`config.mk`:
```
export PLATFORM = sky130hd
export DESIGN_NAME = microcode_sequencer
export DESIGN_NICKNAME = d
export VERILOG_FILES = /design/src/rtl/microcode_sequencer_pkg.sv /design/src/rtl/microcode_sequencer_timeout.sv /design/src/rtl/microcode_sequencer.sv
export SDC_FILE = /design/constraint.sdc
export NUM_CORES = 1
export LEC_CHECK = 0
export BUFFER_PORTS_ARGS = -buffer_cell sky130_fd_sc_hd__buf_4
export CORE_ASPECT_RATIO = 0.8
export CORE_MARGIN = 1.5
export CORE_UTILIZATION = 56
export DETAILED_ROUTE_END_ITERATION = 10
export PLACE_DENSITY_LB_ADDON = 0.05
export SLEW_MARGIN = 10
export SYNTH_ARGS = -nofsm -noshare
export SYNTH_HDL_FRONTEND = slang
export SYNTH_SLANG_ARGS = --single-unit
```
`constraint.sdc`:
```
create_clock -name i_clk -period 5 [get_ports i_clk]
set_input_delay 0.75 -clock i_clk [delete_from_list [all_inputs] [get_ports i_clk]]
set_output_delay 0.75 -clock i_clk [all_outputs]
set_load 0.01 [all_outputs]
```
`src/rtl/microcode_sequencer_pkg.sv`:
```
// Shared definitions for the microcode sequencer: widths, word layout, error codes, FSM states.
// No logic of its own; the word layout is captured as a packed struct that matches the ROM format.
// Imported by the sequencer top and its timeout counter.
package microcode_sequencer_pkg;

   localparam int ADDR_W = 9;
   localparam int INSN_W = 26;

   // Microcode word field positions
   localparam int OP_LSB   = 0;
   localparam int OP_MSB   = 7;
   localparam int SRC1_LSB = 8;
   localparam int SRC1_MSB = 13;
   localparam int SRC0_LSB = 14;
   localparam int SRC0_MSB = 19;
   localparam int DST_LSB  = 20;
   localparam int DST_MSB  = 25;

   localparam int OP_W  = OP_MSB - OP_LSB + 1;
   localparam int REG_W = DST_MSB - DST_LSB + 1;

   // Sticky error codes reported with the done pulse
   localparam logic [1:0] ERR_OK      = 2'b00;
   localparam logic [1:0] ERR_ILLEGAL = 2'b01;
   localparam logic [1:0] ERR_TIMEOUT = 2'b10;
   localparam logic [1:0] ERR_RANGE   = 2'b11;

   typedef enum logic [2:0] {
      ST_IDLE     = 3'd0,
      ST_ROMWAIT  = 3'd1,
      ST_READ     = 3'd2,
      ST_ISSUE    = 3'd3,
      ST_WAITDONE = 3'd4
   } seq_state_t;

   // Decoded instruction; member order mirrors the word from MSB to LSB
   typedef struct packed {
      logic [REG_W-1:0] dst;
      logic [REG_W-1:0] src0;
      logic [REG_W-1:0] src1;
      logic [OP_W-1:0]  op;
   } insn_t;

   function automatic insn_t decode_insn(input logic [INSN_W-1:0] word);
      insn_t d;
      d.op   = word[OP_MSB:OP_LSB];
      d.src1 = word[SRC1_MSB:SRC1_LSB];
      d.src0 = word[SRC0_MSB:SRC0_LSB];
      d.dst  = word[DST_MSB:DST_LSB];
      return d;
   endfunction

endpackage

```
`src/rtl/microcode_sequencer_timeout.sv`:
```
// Watchdog for the exec_done wait: counts stalled cycles, flags when the limit is about to be hit.
// Latency: o_expired is a compare on the registered count, valid in the same cycle.
// No backpressure; clear has priority over enable, count saturates at the flag point.
module seq_timeout_counter
   import microcode_sequencer_pkg::*;
#(
   parameter int TIMEOUT = 1023
) (
   input  logic i_clk,
   input  logic i_reset,
   input  logic i_clear,
   input  logic i_enable,
   output logic o_expired
);

   localparam int CNT_W = $clog2(TIMEOUT + 1);

   logic [CNT_W-1:0] r_count;
   logic             w_last;

   // The cycle that would make the count reach TIMEOUT is the abort cycle
   assign w_last    = (r_count == CNT_W'(TIMEOUT - 1));
   assign o_expired = w_last;

   // Stall counter: cleared at each handshake, advanced while waiting
   always_ff @(posedge i_clk) begin
      if (i_reset) begin
         r_count <= '0;
      end else if (i_clear) begin
         r_count <= '0;
      end else if (i_enable && !w_last) begin
         r_count <= r_count + CNT_W'(1);
      end
   end

endmodule

```
`src/rtl/microcode_sequencer.sv`:
```
// Walks the microcode ROM over a host-given range and issues each decoded word to the GF(3^m) datapath.
// Latency: 4 cycles per instruction minimum (ROM wait, read/decode, issue, done wait); done 1 cycle after the last exec_done.
// Backpressure: fields hold stable while exec_ready is low; waits for exec_done up to TIMEOUT cycles, then aborts.
module microcode_sequencer
   import microcode_sequencer_pkg::*;
#(
   parameter int TIMEOUT = 1023
) (
   input  logic              i_clk,
   input  logic              i_reset,
   input  logic              i_start,
   input  logic [ADDR_W-1:0] i_start_addr,
   input  logic [ADDR_W-1:0] i_end_addr,
   output logic              o_busy,
   output logic              o_done,
   output logic [1:0]        o_err,
   output logic [ADDR_W-1:0] o_rom_addr,
   input  logic [INSN_W-1:0] i_rom_data,
   output logic              o_exec_valid,
   input  logic              i_exec_ready,
   output logic [OP_W-1:0]   o_exec_op,
   output logic [REG_W-1:0]  o_exec_src1,
   output logic [REG_W-1:0]  o_exec_src0,
   output logic [REG_W-1:0]  o_exec_dst,
   input  logic              i_exec_done
);

   seq_state_t        r_state;
   logic [ADDR_W-1:0] r_pc;
   logic [ADDR_W-1:0] r_end;
   logic              r_busy;
   logic              r_done;
   logic [1:0]        r_err;
   logic              r_exec_valid;
   insn_t             r_insn;

   logic w_cnt_clear;
   logic w_cnt_enable;
   logic w_expired;

   // Counter restarts on the accepted handshake and runs only while exec_done is pending
   assign w_cnt_clear  = (r_state == ST_ISSUE) && i_exec_ready;
   assign w_cnt_enable = (r_state == ST_WAITDONE) && !i_exec_done;

   seq_timeout_counter #(
      .TIMEOUT (TIMEOUT)
   ) u_timeout (
      .i_clk     (i_clk),
      .i_reset   (i_reset),
      .i_clear   (w_cnt_clear),
      .i_enable  (w_cnt_enable),
      .o_expired (w_expired)
   );

   // Sequencer FSM with registered outputs; done is a single-cycle pulse
   always_ff @(posedge i_clk) begin
      if (i_reset) begin
         r_state      <= ST_IDLE;
         r_pc         <= '0;
         r_end        <= '0;
         r_busy       <= 1'b0;
         r_done       <= 1'b0;
         r_err        <= ERR_OK;
         r_exec_valid <= 1'b0;
         r_insn       <= '0;
      end else begin
         r_done <= 1'b0;
         case (r_state)
            ST_IDLE: begin
               if (i_start) begin
                  if (i_end_addr < i_start_addr) begin
                     // Bad range: report immediately, never touch the ROM
                     r_done <= 1'b1;
                     r_err  <= ERR_RANGE;
                  end else begin
                     // End address is captured so a host change mid-run cannot derail the walk
                     r_pc    <= i_start_addr;
                     r_end   <= i_end_addr;
                     r_err   <= ERR_OK;
                     r_busy  <= 1'b1;
                     r_state <= ST_ROMWAIT;
                  end
               end
            end
            ST_ROMWAIT: begin
               r_state <= ST_READ;
            end
            ST_READ: begin
               if (i_rom_data == '0) begin
                  // All-zero word means unprogrammed store
                  r_done  <= 1'b1;
                  r_err   <= ERR_ILLEGAL;
                  r_busy  <= 1'b0;
                  r_state <= ST_IDLE;
               end else begin
                  r_insn       <= decode_insn(i_rom_data);
                  r_exec_valid <= 1'b1;
                  r_state      <= ST_ISSUE;
               end
            end
            ST_ISSUE: begin
               if (i_exec_ready) begin
                  r_exec_valid <= 1'b0;
                  r_state      <= ST_WAITDONE;
               end
            end
            ST_WAITDONE: begin
               if (i_exec_done) begin
                  if (r_pc == r_end) begin
                     r_done  <= 1'b1;
                     r_busy  <= 1'b0;
                     r_state <= ST_IDLE;
                  end else begin
                     r_pc    <= r_pc + ADDR_W'(1);
                     r_state <= ST_ROMWAIT;
                  end
               end else if (w_expired) begin
                  r_done  <= 1'b1;
                  r_err   <= ERR_TIMEOUT;
                  r_busy  <= 1'b0;
                  r_state <= ST_IDLE;
               end
            end
            default: begin
               r_state      <= ST_IDLE;
               r_busy       <= 1'b0;
               r_exec_valid <= 1'b0;
            end
         endcase
      end
   end

   assign o_busy       = r_busy;
   assign o_done       = r_done;
   assign o_err        = r_err;
   assign o_rom_addr   = r_pc;
   assign o_exec_valid = r_exec_valid;
   assign o_exec_op    = r_insn.op;
   assign o_exec_src1  = r_insn.src1;
   assign o_exec_src0  = r_insn.src0;
   assign o_exec_dst   = r_insn.dst;

endmodule

```
==> Word level (Yosys, flattened, before mapping) <==
Cells that the tools add are included.
{ "word_totals": {"register_bits": 62, "inputBits": 49, "output_inout_bits": 40, "word_cells": 91} }
{ "op_classes": {"n_addsub": 2, "order_cmp": 1, "eq_ne": 17, "n_mux": 36, "n_bitwise": 4, "reduce_logical": 19} }
{ "ops": {"columns": ["operator", "count"], "rows": [
  ["9-bit two-way mux", 4],
  ["26-bit zero test", 1],
  ["9-bit case mux with 2 select lines", 1],
  ["2-bit != test (second input constant)", 8],
  ["1-bit two-way mux", 15],
  ["3-bit two-way mux", 5],
  ["3-bit case mux with 5 select lines", 1],
  ["2-bit two-way mux", 6],
  ["10-bit by 1-bit adder with 10-bit output (second input constant)", 1],
  ["10-bit equality test (second input constant)", 1],
  ["5-bit AND reduction", 2],
  ["9-bit by 1-bit adder with 9-bit output (second input constant)", 1],
  ["9-bit equality test", 1],
  ["9-bit less-than comparator", 1],
  ["3-bit by 2-bit equality test with 1-bit output (second input constant)", 2],
  ["3-bit by 2-bit != test with 1-bit output (second input constant)", 2],
  ["1-bit case mux with 3 select lines", 2],
  ["2-bit case mux with 3 select lines", 1],
  ["3-bit AND reduction", 2],
  ["6-bit AND reduction", 1],
  ["1-bit NOT", 4],
  ["1-bit case mux with 4 select lines", 1],
  ["4-bit AND reduction", 1],
  ["2-bit OR reduction", 2],
  ["10 further kinds", 13]
]} }

==> Longest topological paths before layout <==
{ "depth": {"word_depth": 4, "ltp_mapped": 9, "depth_no_buf": 8} }

==> By module <==
From an unflattened synthesis, not the netlist that was laid out.
{ "unflattened": {"cells_unflattened": 388, "area_unflattened_um2": 3270.6} }
{ "by_module_without_submodules": {"columns": ["module", "n_inst", "cells_per_inst", "area_per_inst_um2", "seq_area_each_um2"], "rows": [
  ["microcode_sequencer", 1, 327, 2745.1, 1041.0],
  ["seq_timeout_counter", 1, 61, 525.5, 200.2]
]} }

==> Worst setup path before layout <==
Ideal clock, no wire load.
{ "synth_timing": {"path_type": "input-to-reg", "start": "input i_start_addr[8]", "end": "register r_pc[0] (netlist: o_rom_addr[0])", "setup_time_ns": 0.130, "t_arrival_ns": 2.332, "required_ns": 4.870, "setup_slack_ns": 2.537, "stages": 9, "n_path_buf": 1, "cell_sequence": "inv_1 > ha_1 > nand4_1 > nor2_1 > a211oi_2 > or4_1 > buf_2 > o2111ai_2 > o41ai_2"} }
{ "synth_between": {"elab_chain_cells": 3} }
{ "synth_lines": {"columns": ["element", "line_no", "source"], "rows": [
  ["start, declared", "microcode_sequencer.sv:12", "input logic [ADDR_W-1:0] i_start_addr,"],
  ["9-bit less-than comparator", "microcode_sequencer.sv:71", "if (i_end_addr < i_start_addr) begin"],
  ["2-bit != test (no line)", null, null],
  ["5-bit AND reduction (no line)", null, null],
  ["end signal, assigned", "microcode_sequencer.sv:77", "r_pc <= i_start_addr;"],
  ["end signal, assigned", "microcode_sequencer.sv:114", "r_pc <= r_pc + ADDR_W'(1);"],
  ["end, declared", "microcode_sequencer.sv:29", "logic [ADDR_W-1:0] r_pc;"]
]} }
Every way passes these cells.
A chain may end at the register's enable or synchronous reset.

==> Worst setup path after layout <==
{ "layout_timing": {"start": "register r_state[0]", "end": "register u_timeout.r_count[5]"} }
{ "layout_between": {"elab_chain_cells": 3, "elab_cells_between_ends": 6, "cone_classes": "eq/ne: 2; reduce/logical: 4"} }
{ "layout_lines": {"columns": ["element", "line_no", "source"], "rows": [
  ["start, declared", "microcode_sequencer.sv:28", "seq_state_t r_state;"],
  ["start signal, assigned", "microcode_sequencer.sv:58", "r_state <= ST_IDLE;"],
  ["start signal, assigned", "microcode_sequencer.sv:81", "r_state <= ST_ROMWAIT;"],
  ["start signal, assigned", "microcode_sequencer.sv:86", "r_state <= ST_READ;"],
  ["3-bit by 2-bit equality test with 1-bit output / 3-bit equality test (equally long branches)", "microcode_sequencer.sv:42, microcode_sequencer.sv:43", null],
  ["1-bit logical AND, on equally long branches", "microcode_sequencer.sv:42, microcode_sequencer.sv:43", null],
  ["2-bit OR reduction (no line) / 1-bit logical AND (equally long branches)", null, null],
  ["end signal, assigned", "microcode_sequencer_timeout.sv:32", "r_count <= r_count + CNT_W'(1);"],
  ["end, declared", "microcode_sequencer_timeout.sv:18", "logic [CNT_W-1:0] r_count;"]
]} }
Several ways; a longest one is shown, not always the timed one.

==> run_results.csv <==
group,metric,value,unit
run_status,status,"finished clean",
logic_synthesis,ys_async_sr_fraction,0,%
place,place_area,3726,um2
logic_synthesis,synth_cell_types,50,
worst_setup_path,crit_required,5.20,ns
timing,finalMaxSlewViolations,0,
grt,overflow,0,
logic_synthesis,syn-instance-count,354,
logic_synthesis,netlist_area,3070,um2
logic_synthesis,synth_nets,414,
final_layout,finalNetCount,495,
timing,grt_setup_unrepaired,"false",
grt,grt_max_degree,52,
place,io_buffers,88,
die,row_count,23,
timing,clock_skew,0.008917,ns
pwr,leakagePower,1.754,nW
logic_synthesis,synth_area_leaders,"dfxtp_1, mux2i_1, nor2_1",
clock_network,cts_tree,"built",
clock_network,cts.repair.resized,0,
route,drtPass1Iterations,4,
timing,worst_hold_slack,0.4716,ns
worst_setup_path,worstReg2RegStart,"r_state[0]",
logic_synthesis,synthFlopType,"dfxtp_1",
route,avgViaCountPerCell,5.689,
timing,setup_viol,0,
worst_setup_path,crit_path_max_fanout,17,
grt,track_usage,26.33,%
pwr,powerDensity,313.9,nW/um2
clock_network,h-tree-depth,3,
clock_network,cts_buffer_depth,2,
timing,slew_headroom,19.71,%
die,floorplan.initialDensity,59.61,%
grt,antenna_found_initial,0,
timing,fin_crit_sh,57.97,%
timing,final.setup.tns,0,ns
final_layout,area_delta_synth_final,28.16,%
route,avgRoutedWirePerCell,14.93,um
clock_network,cts_setup_buffers,0,
clock_network,clk_pin_slew,0.07,ns
clock_network,root_buffer,"clkbuf_8",
worst_setup_path,r2r_slack,2.10,ns
min_path,whs_path_depth,2,
die,coreArea,5151,um2
die,die_h,69.23,um
die,dieWidth,85.79,um
worst_setup_path,r2r_cells,6,
worst_setup_path,timing.rr.end,"u_timeout.r_count[5]",
route,drc,0,
clock_network,clkSinkCount,62,
logic_synthesis,avgSynthCellArea,8.674,um2
worst_setup_path,cp-end-kind,"flop",
logic_synthesis,ys_seq_area_share,40.42,%
timing,period_needed,2.899,ns
grt,grt_pass1_vias,2617,
die,ios,89,
grt,grt_pass1_wl,12.36,mm
worst_setup_path,start_kind,"flop",
route,ant_nets,0,
logic_synthesis,yosysWarnings,0,
timing,hold_viol,0,
die,die-area,5939,um2
clock_network,cts_buffers,9,
route,routed_wl,7.496,mm
logic_synthesis,netlist.area_leader.share,40.42,%
clock_network,clk-insertion-delay-late,0.34,ns
worst_setup_path,crit_start,"r_state[0]",
place,place_congestion,0.8254,
route,drt_iter0_markers,255,
timing,worst_pin_slew,1.195,ns
route,num_vias,2856,
final_layout,layout_common_cells,"buf_4, dfxtp_1, nor2_1, nand2_1, mux2i_1",
flow_run,cap_violations,0,
pwr,vdd_drop_max,0.2002,mV
logic_synthesis,synth_edf_count,0,
timing,max_freq,345.0,MHz
final_layout,diodes,0,
min_path,hp-class,"reg2reg",
worst_setup_path,critPathKind,"reg2reg",
clock_network,ctsHoldBuffers,0,
logic_synthesis,synth_top_area_cell,"dfxtp_1",
final_layout,fin_util,76.39,%
final_layout,layout_commonest_cell,"buf_4",
min_path,min_to,"r_end[5]",
worst_setup_path,arrival,3.10,ns
logic_synthesis,synth-seq-cells,62,
place,dp_hpwl,5.521,mm
final_layout,final_area,3935,um2
final_layout,drive_gt1_share,26.36,%
min_path,min-delay-start,"r_end[5]",
[logic make-up after synthesis]
family,count (synthesis),share of synthesized area (%)
AND/OR/NAND/NOR,141,22.13
AO/OA/AOI/OAI,64,14.34
XOR/XNOR,18,5.134
buffers and inverters,31,4.646
multiplexers,27,8.843
adder cells (fa/ha/maj),11,4.482
flip-flops,62,40.42
[routing by layer]
metal	global-route usage, %	vias up	routed length, um
met3	8.214	9	641
met4	7.348	0	69
met1	37.43	1315	3477
met2	38.58	121	3307
li1	-	1411	-
met5	0	-	0
[registers in the layout (all words and copies together), names as in the netlist, 2 cells and up]
name / flops
o_err: 2
o_exec_dst: 6
o_exec_op: 8
o_exec_src0: 6
o_exec_src1: 6
o_rom_addr: 9
r_end: 9
r_state: 3
u_timeout.r_count: 10
[final cells by class]
type	instances	area, um2
clock inverters	5	57.56
well taps	62	77.57
inverters	13	48.80
clock buffers	11	151.4
repair buffers	88	660.6
flip-flops and latches	62	1241
multi-input cells	261	1698
fillers	408	1216
[per-stage QoR]
stage,cells,total power [mW],setup WS (ns)
floorplan,354,0.6935,2.537
detailed placement,486,0.7893,1.950
CTS,502,1.241,2.104
global route,502,1.292,1.864
global placement,486,0.7827,1.996
finish,502,1.235,2.101
[Yosys cell counts (2+ instances only)]
master     n
dfxtp_1   62
nor2_1    53
nand2_1   32
mux2i_1   26
a21oi_1   24
inv_1     13
xnor2_1   12
ha_1      11
nor3_1    11
o21ai_0   10
clkbuf_1   8
nand4_1    8
nor4_1     8
nand3_1    7
o22a_1     7
buf_2      6
xor2_1     6
a31oi_1    4
or2_2      4
and2_1     3
buf_4      3
o21ai_1    3
and4_1     2
nand2b_1   2
nor2b_1    2
nor4b_1    2
o31ai_1    2
[power breakdown]
part           internal (mW)  switching, mW
sequential             0.523         0.0287
combinational          0.112          0.117
clock                  0.256          0.198
[how the worst max path moves through the flow]
stage | depth (start not counted) | slack [ns] | end
floorplan | 9 | 2.54 | o_rom_addr[0]
global placement | 7 | 2.00 | o_err[0]
detailed placement | 7 | 1.95 | o_err[0]
CTS | 6 | 2.10 | u_timeout.r_count[5]
global route | 6 | 1.86 | u_timeout.r_count[5]
finish | 6 | 2.10 | u_timeout.r_count[5]
[critical path: stages (launching register included)]
cell and delay [ns]:
dfxtp_1 0.47, nor2_1 0.20, nand2_1 0.36, nor3_1 1.08
nor4b_1 0.42, xnor2_1 0.17, nor2_1 0.05
Note: power is estimated with default switching activity, not from simulation.
